`src/rtl/lsu_pkg.sv`:
```
// Shared types for the load/store unit: access size encodings, FSM states
// and the alignment predicate used when LSU_ALIGN_CHECK_EN is defined.
package lsu_pkg;

    typedef enum logic [1:0] {
        SizeByte = 2'b00,
        SizeHalf = 2'b01,
        SizeWord = 2'b10,
        SizeRsvd = 2'b11
    } lsu_size_e;

    typedef enum logic [1:0] {
        StIdle  = 2'b00,
        StRead  = 2'b01,
        StWrite = 2'b10,
        StResp  = 2'b11
    } lsu_state_e;

    // True when an access of the given size is not naturally aligned.
    function automatic logic is_misaligned(lsu_size_e size, logic [1:0] addr_lo);
        logic mis;
        mis = 1'b0;
        case (size)
            SizeHalf: mis = addr_lo[0];
            SizeWord: mis = (addr_lo != 2'b00);
            default:  mis = 1'b0;
        endcase
        return mis;
    endfunction

endpackage

```
`src/rtl/lsu_data_align.sv`:
```
// Combinational data path of the load/store unit: merges store data into the
// previously read word and extracts/extends load data from the read buffer.
module lsu_data_align
    import lsu_pkg::*;
(
    input  logic [1:0]  size,
    input  logic        is_unsigned,
    input  logic [31:0] rd_buf,
    input  logic [31:0] wdata,
    output logic [31:0] store_data,
    output logic [31:0] load_data
);

    logic byte_sign;
    logic half_sign;

    assign byte_sign = ~is_unsigned & rd_buf[7];
    assign half_sign = ~is_unsigned & rd_buf[15];

    // Sub-word stores keep the untouched upper bytes of the read buffer.
    always_comb begin
        store_data = wdata;
        load_data  = rd_buf;
        case (size)
            SizeByte: begin
                store_data = {rd_buf[31:8], wdata[7:0]};
                load_data  = {{24{byte_sign}}, rd_buf[7:0]};
            end
            SizeHalf: begin
                store_data = {rd_buf[31:16], wdata[15:0]};
                load_data  = {{16{half_sign}}, rd_buf[15:0]};
            end
            default: begin
                store_data = wdata;
                load_data  = rd_buf;
            end
        endcase
    end

endmodule

```
`src/rtl/load_store_unit.sv`:
```
// Load/store unit: accepts one byte/half/word request at a time, performs a
// read-modify-write for sub-word stores and returns one response per request.
// Optional feature: define LSU_ALIGN_CHECK_EN to reject misaligned half/word
// accesses with resp_err=1 and no memory access.
module load_store_unit
    import lsu_pkg::*;
#(
    parameter int unsigned ADDR_W = 32
) (
    input  logic              clk,
    input  logic              rst_n,
    input  logic              req_valid,
    output logic              req_ready,
    input  logic              req_we,
    input  logic [1:0]        req_size,
    input  logic              req_unsigned,
    input  logic [ADDR_W-1:0] req_addr,
    input  logic [31:0]       req_wdata,
    output logic              resp_valid,
    input  logic              resp_ready,
    output logic [31:0]       resp_rdata,
    output logic              resp_err,
    output logic [ADDR_W-1:0] mem_addr,
    output logic [31:0]       mem_wdata,
    output logic              mem_we,
    input  logic [31:0]       mem_rdata
);

    lsu_state_e        state_q, state_d;
    logic [ADDR_W-1:0] addr_q, addr_d;
    lsu_size_e         size_q, size_d;
    logic              we_q, we_d;
    logic              uns_q, uns_d;
    logic [31:0]       wdata_q, wdata_d;
    logic              err_q, err_d;
    logic [31:0]       rbuf_q, rbuf_d;

    lsu_size_e   req_size_e;
    logic        accept;
    logic        reject;
    logic [31:0] load_data;

    assign req_size_e = lsu_size_e'(req_size);
    assign accept     = req_valid && (state_q == StIdle);

    // Decide whether an incoming request is rejected without memory access.
    always_comb begin
        reject = (req_size_e == SizeRsvd);
`ifdef LSU_ALIGN_CHECK_EN
        reject = reject | is_misaligned(req_size_e, req_addr[1:0]);
`endif
    end

    // FSM state register.
    always_ff @(posedge clk or negedge rst_n) begin
        if (!rst_n) begin
            state_q <= StIdle;
        end else begin
            state_q <= state_d;
        end
    end

    // FSM next-state logic.
    always_comb begin
        state_d = state_q;
        case (state_q)
            StIdle: begin
                if (accept) begin
                    if (reject) begin
                        state_d = StResp;
                    end else if (req_we && (req_size_e == SizeWord)) begin
                        state_d = StWrite;
                    end else begin
                        state_d = StRead;
                    end
                end
            end
            StRead:  state_d = we_q ? StWrite : StResp;
            StWrite: state_d = StResp;
            StResp:  state_d = resp_ready ? StIdle : StResp;
            default: state_d = StIdle;
        endcase
    end

    // Request capture and read buffer registers.
    always_ff @(posedge clk or negedge rst_n) begin
        if (!rst_n) begin
            addr_q  <= '0;
            size_q  <= SizeByte;
            we_q    <= 1'b0;
            uns_q   <= 1'b0;
            wdata_q <= '0;
            err_q   <= 1'b0;
            rbuf_q  <= '0;
        end else begin
            addr_q  <= addr_d;
            size_q  <= size_d;
            we_q    <= we_d;
            uns_q   <= uns_d;
            wdata_q <= wdata_d;
            err_q   <= err_d;
            rbuf_q  <= rbuf_d;
        end
    end

    // Capture the request on acceptance; latch memory data while reading.
    always_comb begin
        addr_d  = addr_q;
        size_d  = size_q;
        we_d    = we_q;
        uns_d   = uns_q;
        wdata_d = wdata_q;
        err_d   = err_q;
        rbuf_d  = rbuf_q;
        if (accept) begin
            addr_d  = req_addr;
            size_d  = req_size_e;
            we_d    = req_we;
            uns_d   = req_unsigned;
            wdata_d = req_wdata;
            err_d   = reject;
        end
        if (state_q == StRead) begin
            rbuf_d = mem_rdata;
        end
    end

    lsu_data_align u_data_align (
        .size        (size_q),
        .is_unsigned (uns_q),
        .rd_buf      (rbuf_q),
        .wdata       (wdata_q),
        .store_data  (mem_wdata),
        .load_data   (load_data)
    );

    // FSM outputs; response data is forced to zero for stores and rejects.
    always_comb begin
        req_ready  = (state_q == StIdle);
        resp_valid = (state_q == StResp);
        mem_we     = (state_q == StWrite);
        mem_addr   = addr_q;
        resp_err   = resp_valid & err_q;
        resp_rdata = (resp_valid && !we_q && !err_q) ? load_data : 32'h0;
    end

endmodule

```
`config.mk`:
```
export PLATFORM = sky130hd
export DESIGN_NAME = load_store_unit
export DESIGN_NICKNAME = d
export VERILOG_FILES = /design/src/rtl/lsu_pkg.sv /design/src/rtl/lsu_data_align.sv /design/src/rtl/load_store_unit.sv
export SDC_FILE = /design/constraint.sdc
export NUM_CORES = 1
export LEC_CHECK = 0
export CAP_MARGIN = 20
export CELL_PAD_IN_SITES_DETAIL_PLACEMENT = 0
export CELL_PAD_IN_SITES_GLOBAL_PLACEMENT = 1
export CORE_AREA = 4 4 131 133
export CTS_BUF_LIST = sky130_fd_sc_hd__clkbuf_2 sky130_fd_sc_hd__clkbuf_4 sky130_fd_sc_hd__clkbuf_8
export DETAILED_ROUTE_END_ITERATION = 7
export DIE_AREA = 0 0 135 137
export PLACE_DENSITY = 0.69
export SLEW_MARGIN = 10
export SYNTH_ARGS = -nofsm -noshare
export SYNTH_HDL_FRONTEND = slang
export SYNTH_SLANG_ARGS = --single-unit
```
`constraint.sdc`:
```
create_clock -name clk -period 2.2 [get_ports clk]
set_input_delay 0.44 -clock clk [delete_from_list [all_inputs] [get_ports clk]]
set_output_delay 0.44 -clock clk [all_outputs]
set_load 0.005 [all_outputs]
```
Yosys cells after proc, flatten, opt, wreduce, memory -nomap -nowiden. Cells that the tools add are included.

ROM bits: 0. Output and inout port bits: 100. Register bits after elaboration: 103. Word-level logic and storage cells: 36. Bits in latches: 0. Input port bits: 104. Memories: 0. Bits in writable memories: 0.

Multipliers: 0. Shifts and indexed selects: 0. Multiplexer cells: 9. Reductions and logical operators: 8. $add $sub $neg: 0. Bitwise logic cells: 4. Eq/ne operators: 7. Order comparisons: 0. Div/mod/pow operators: 0.

Operator list (count): 32-bit one-hot mux with 2 select lines (2); 32-bit 2-to-1 mux (1); 2-bit equality test, second input constant (4); 2-bit 2-to-1 mux (4); 2-bit one-hot mux with 4 select lines (1); 2-bit by 1-bit equality test with 1-bit output, second input constant (2); 1-bit logical AND (4); 2-bit zero test (2); 1-bit AND (3); 1-bit zero test (2); 2-bit by 1-bit inequality test with 1-bit output, second input constant (1); 1-bit 2-to-1 mux (1); 1-bit NOT (1).

Longest topological paths before layout.
Depth after elaboration: 6. Mapped depth: 5. Mapped depth without buffers: 2.

Cells and area by module. Synthesis repeated with hierarchy kept, for this count alone.

Cells, all modules: 360. Area, all modules: 4848.4 sq um.

By module, submodules not included: load_store_unit (area an instance 4151.5 sq um, cells an instance 267, times used 1); lsu_data_align (area an instance 696.9 sq um, cells an instance 93, times used 1).

Worst setup path after synthesis. OpenSTA, ideal clock, no wires.

Path kind: reg2out. Start: reg size_q[1]. End: out resp_rdata[10]. Arrival: 1327 ps. Setup slack: 433 ps. Cell stages (with the launch flop): 5. Required time: 1760 ps. Buffers on the path: 2. Cells stage by stage: dfrtp_1 > buf_2 > or4b_1 > clkbuf_1 > a21oi_1.

Word-level cells in the longest chain between the ends: 3.

RTL lines: start: declaration (line load_store_unit.sv:31) `lsu_size_e size_q, size_d;`; start signal: assignment (line load_store_unit.sv:89) `size_q <= SizeByte;`; start signal: assignment (line load_store_unit.sv:97) `size_q <= size_d;`; 2-bit by 1-bit equality test with 1-bit output or 2-bit zero test (tied branches) (line lsu_data_align.sv:24) `case (size)`; 32-bit one-hot mux with 2 select lines * (line lsu_data_align.sv:24); 32-bit 2-to-1 mux * (line load_store_unit.sv:144) `resp_rdata = (resp_valid && !we_q && !err_q) ? load_data : 32'h0;`; end: declaration (line load_store_unit.sv:21) `output logic [31:0] resp_rdata,`.

Every way passes the cells marked *; elsewhere a longest branch is shown, timed or not.

Final worst setup path.
Start: reg err_q. End: out resp_rdata[22].

Word-level cells in the longest chain between the ends: 3.

RTL lines: start: declaration (line load_store_unit.sv:35) `logic err_q, err_d;`; start signal: assignment (line load_store_unit.sv:101) `err_q <= err_d;`; 1-bit zero test (line load_store_unit.sv:144); 1-bit logical AND (line load_store_unit.sv:144); 32-bit 2-to-1 mux (line load_store_unit.sv:144).

No other way between the ends.

==> results_dict.tcl <==
set metrics [dict create \
    synth_edf_count 0 \
    skew_ns 0.00688 \
    pwr-share-comb_pct 58.9 \
    start_util_pct 29.9 \
    ys_top_cells_by_count "mux2_2, dfrtp_1, mux2_1, nor2b_1, a2111oi_0" \
    synth_top_family_by_area "multiplexers" \
    fin_crit_sh_pct 103 \
    synth_cell_type_count 30 \
    dp_hpwl_mm 10.2 \
    first_pass_iters 4 \
    clock.fmax_ghz 0.440 \
    setup_viol_count_final 20 \
    met1_length_mm 5.70 \
    cp_slowest_cell "dfrtp_1" \
    cell_internal_pwr_mw 7.53 \
    met3_length_mm 1.00 \
    core_area_um2 15800 \
    p_clk_share_pct 10.9 \
    placed_cells 754 \
    finalNonFillerCells 802 \
    reg2reg_to "wdata_q[15]" \
    cts_root_buffer "clkbuf_8" \
    start_kind "flip-flop" \
    synthXorXnorAreaFrac_pct 0 \
    num_rows 46 \
    synth_cells 339 \
    post-synth-top-count-cell "mux2_2" \
    avgSynthCellArea_um2 14.0 \
    async_flop_share_pct 100 \
    vias 3649 \
    switchingPower_mw 3.89 \
    die-area_um2 18500 \
    nNetsFinal 685 \
    yosys.area.top_type_share_pct 54.4 \
    final_area_um2 7960 \
    die_h_um 137 \
    syn_to_final_growth_pct 67.9 \
    grt_pass1_wl_mm 22.4 \
    nFillCells 1401 \
    grt_max_degree 51 \
    yosys-top-cells-area "dfrtp_1, mux2_2, mux2_1" \
    synth_largest_area_cell "dfrtp_1" \
    muxShareOfSynthArea_pct 29.9 \
    yosysSeqAreaShare_pct 54.4 \
    clk-insertion-delay-late_ns 0.38 \
    io_buffer_count 203 \
    finalMaxSlewViolations 0 \
    pin_count 204 \
    violations "negative setup slack" \
    antenna_cells 0 \
    clock_path_buffers 2 \
    worstHoldPathType "in -> async" \
    ant_nets 0 \
    grt_remaining_overflow 0 \
    p_leak_nw 3.32 \
    power.total_mw 11.4 \
    cp_data_arrival_time_ns 1.84 \
    worst_r2r_path_depth 4 \
    ys_ff_latch 103 \
    yosys_warnings 0 \
    cts.hold.buffers_added 0 \
    power_density_nw_per_um2 1440 \
    peakVddDrop_v 0.000619 \
    r2r_slack_ns 0.53 \
    max_stage_delay_ns 0.39 \
    drtIter0Drc 91 \
    worst_slack_ns -0.0750 \
    cp.required_ns 1.76 \
    synth_area_um2 4740 \
    maxCapViolCount 0 \
    synth_fp_nets 443 \
    synth-compound-area-share_pct 5.33 \
    critical_path.max_fanout 6 \
    drcViolationCount 0 \
    synth_flop_cell "dfrtp_1" \
    crit_buf_inv 4 \
    status "finished, violations left" \
    tightestPinTransition_ns 0.504 \
    cts-buffers-inserted 9 \
    highest_layer "met4" \
    cts_tree "yes" \
    path_clk_slew_ns 0.10 \
    numClockSinks 103 \
    p_seq_share_pct 30.2 \
    dp_slack_ns -0.186 \
    cts_htree_levels 3 \
    end_kind "output pin" \
    grt_pass1_vias 4126 \
    hold_viol 0 \
    synth-simple-area-share_pct 5.47 \
    drive_gt1_share_pct 46.1 \
    die_w_um 135 \
    synthAdderAreaFrac_pct 0 \
    drt_wl_total_mm 14.4 \
    p_sw_share_pct 34.0 \
    timing.rr.start "state_q[1]" \
    post-route-util_pct 50.3 \
    rsz0062_at_grt "yes" \
    crit_family "buffers and inverters" \
    gp_congestion 0.743 \
    path_class "reg -> out" \
    timing.slew.headroom_pct 66.4 \
    viasPerCell 4.55 \
    grt_use_total_pct 15.6 \
    post_dp_cell_area_um2 7090 \
    wire_per_inst_um 17.9 \
    fin_crit_ns 2.28 \
    dr_wl_met2_mm 7.46 \
    antenna_found_initial 0 \
    crit_path_cell_trace "nand4bb_4 -> clkbuf_16 -> buf_12 -> buf_6 -> a2111oi_4 -> buf_2" \
]
-- final cells by class --
cell class	count	area (um^2)	area share, %
Clock buffer	9	124	1.56
Clock inverter	7	81.3	1.02
Inverter	3	15.0	0.189
Multi-Input combinational cell	200	2340	29.4
Sequential cell	103	2580	32.4
Tap cell	216	270	3.40
Timing Repair Buffer	264	2550	32.1
-- state kept, by name, indices dropped and copies added, names as in the netlist --
name,flops
rbuf_q,32
mem_addr,32
wdata_q,32
size_q,2
uns_q,1
we_q,1
err_q,1
state_q,2
-- kinds of logic (layout without fill, tap and decap cells) --
logic type      Yosys count  count (layout)
mux                     126             126
flops                   103             103
simple gates             38              38
compound gates           36              36
buf+inv                  36             283
-- power by group through the flow --
stage,sequential (mW),combinational [mW],clock [mW]
finish,3.45,6.73,1.24
global route,3.59,7.21,1.38
CTS,3.43,6.46,1.32
detailed placement,3.44,5.42,0
global placement,3.40,5.38,0
floorplan,3.31,2.58,0
-- what timing repair did --
action                                  CTS  global route
gates resized for setup                 253            63
setup buffers                            30             5
pin swaps                                17            18
endpoints found under the setup margin   56            51
cloned                                    1             0
-- worst max path at each step --
stage / slack, ns / from / end / cells past startpoint
2_1_floorplan: 0.43 / size_q[1] / resp_rdata[10] / 4
3_3_place_gp: -0.16 / size_q[1] / resp_rdata[30] / 5
3_5_place_dp: -0.19 / size_q[1] / resp_rdata[30] / 5
4_1_cts: -0.14 / we_q / resp_rdata[20] / 5
5_1_grt: -0.19 / err_q / resp_rdata[22] / 6
6_report: -0.08 / err_q / resp_rdata[22] / 6
-- metrics by stage --
step	setup TNS, ns	hold WS, ns
after floorplan	0	0.144
after global placement	-1.58	0.439
after detailed placement	-2.39	0.440
after CTS	-2.38	0.00955
after global routing	-3.21	0.0169
final	-0.594	0.0160
-- per-layer routing --
metal  up-vias  global-route usage [%]
li1       1705                       -
met1      1807                    17.6
met2       119                    27.6
met3        18                    6.21
met4         0                    4.20
met5         -                       0
-- cells in the final DEF (no fill, tap or decap), types with 9 or more instances in the layout --
cell,n
clkdlybuf4s50_1,144
dfrtp_1,102
mux2_2,100
buf_6,41
buf_2,29
buf_4,21
mux2_1,16
a2111oi_4,13
and2_1,9
nor2b_1,9
clkbuf_8,9
(Power assumes the default switching activity.)
==> variant: new RTL, config.mk and constraints unchanged <==
Put a register stage on the output `resp_err`. The value now appears one clock later. The other outputs are not delayed to match.
--- a/src/rtl/load_store_unit.sv
+++ b/src/rtl/load_store_unit.sv
@@ -25,6 +25,8 @@
     output logic              mem_we,
     input  logic [31:0]       mem_rdata
 );
+
+    logic resp_err_d;
 
     lsu_state_e        state_q, state_d;
     logic [ADDR_W-1:0] addr_q, addr_d;
@@ -140,8 +142,12 @@
         resp_valid = (state_q == StResp);
         mem_we     = (state_q == StWrite);
         mem_addr   = addr_q;
-        resp_err   = resp_valid & err_q;
+        resp_err_d = resp_valid & err_q;
         resp_rdata = (resp_valid && !we_q && !err_q) ? load_data : 32'h0;
+    end
+
+    always_ff @(posedge clk) begin
+        resp_err <= resp_err_d;
     end
 
 endmodule
Formal check against the unedited RTL: not equivalent (Yosys sat finds a counterexample within 4 cycles, from zero or initial values and one cycle with rst_n low).
==> variant against the unedited design <==
The flow still finishes with violations (negative setup slack); utilization up 0.22 points; sequential cell count is 1 higher; via count is 0.22% higher; synthesized area grew 0.42%; first-iteration DRC count is 11% lower; count of clock-buffer cells in the layout increased by 2; wire length grew 0.40%; cell area is 0.44% higher; total power rose by 1.5%; setup slack got worse by 0.069 ns; non-clock buffer count grew 7; critical path type unchanged; critical endpoint is now mem_wdata[24].
==> variant: results (changes against the unedited design) <==
----------------------------------------------------
[Final layout]
  Filler Cell Count ... 1399 (-0.14%)
  Area growth syn-to-layout ... 67.9% (about the same)
  NumNets Final ... 693 (+1.2%)
  Fraction of final layout cells sized beyond drive strength 1 ... 0.478 (+0.0174)
  Layout non-clock buf frac ... 0.323 (+0.00282)
  Sequential fraction of total cell area ... 0.325 (+0.00124)
  Share of final layout cell area taken by clock buffers and inverters ... 0.0251 (-0.000740)
  Total area of multi-input combinational cells ... 0.00232 mm^2 (-0.64%)
  Count of plain and timing-repair buffers ... 271 (+2.7%)

[Timing]
  Final critical-path setup slack ... -0.144 ns (-0.0692 ns)
  Worst slew slack as a fraction of its limit ... 0.604 (-0.0602)
  Final Skew ... 0.00641 ns (-0.000470 ns)
  Final setup violating endpoints ... 36 (+80%)

[Global route]
  First-pass GRT wire length ... 21.9 mm (-2.3%)
  Overall fraction of global-route tracks in use ... 0.152 (-0.00432)
  Via count of the first global-routing pass ... 3996 (-3.2%)

[Synthesis]
  Multiplexer share of the synthesized area ... 0.298 (-0.00126)
  Mean Syn Cell Area ... 14.0 um^2 (+0.13%)
  Share of flip-flops with an asynchronous set or reset after synthesis ... 0.990 (-0.00962)
  Netlist cell types ... 31 (+3.3%)
  Post-Synthesis Net Count ... 444 (+0.23%)
  Synth Area in Compound Gates ... 0.0531 (-0.000224)

[Pwr]
  Maximum vdd drop ... 621 uV (+0.26%)
  Net switching share of the total power ... 0.337 (-0.00318)

[Outcome]
  Violated checks ... negative setup slack
  Run status ... finished, violations left

[Setup path]
  Stage delay of the slowest cell on the critical path ... 0.45 ns (+0.06 ns)
  Master of the slowest instance on the critical path ... sky130_fd_sc_hd__dfrtp_2

[Detailed routing]
  Vias ... 3657 (+0.22%)
  Drt first-iter violations ... 81 (-11%)

[Placement]
  Placed Cells incl. Taps ... 757 (+0.40%)
  Pre-CTS setup slack ... -0.205 ns (-0.0184 ns)

----------------------------------------------------
==> variant: path summary, 6_finish.rpt <==
path	from	endpoint	slack, ns	cells past startpoint
worst max-delay path	size_q[1]	mem_wdata[24]	-0.14	6
min in group clk	wdata_q[29]	wdata_q[29]	0.49	1
max in group asynchronous	rst_n	mem_addr[18]	1.63	2
worst min-delay path	rst_n	rbuf_q[22]	0.10	2
worst min register to register	wdata_q[29]	wdata_q[29]	0.49	1
worst max register to register	state_q[1]	wdata_q[19]	0.55	4
==> variant: repair_timing <==
action,4_1_cts,5_1_grt
setup endpoints to repair,56,43
gates resized for setup,226,96
setup buffers,19,22
gates cloned,0,1
pin swaps,7,17
==> variant: routing by layer <==
layer / up-vias / track usage / routed length, um
met1: 1810 / 0.175 / 5720
li1: 1724 / - / -
met4: 0 / 0.0286 / 148
met2: 114 / 0.270 / 7540
met5: - / 0 / 0
met3: 9 / 0.0592 / 1040
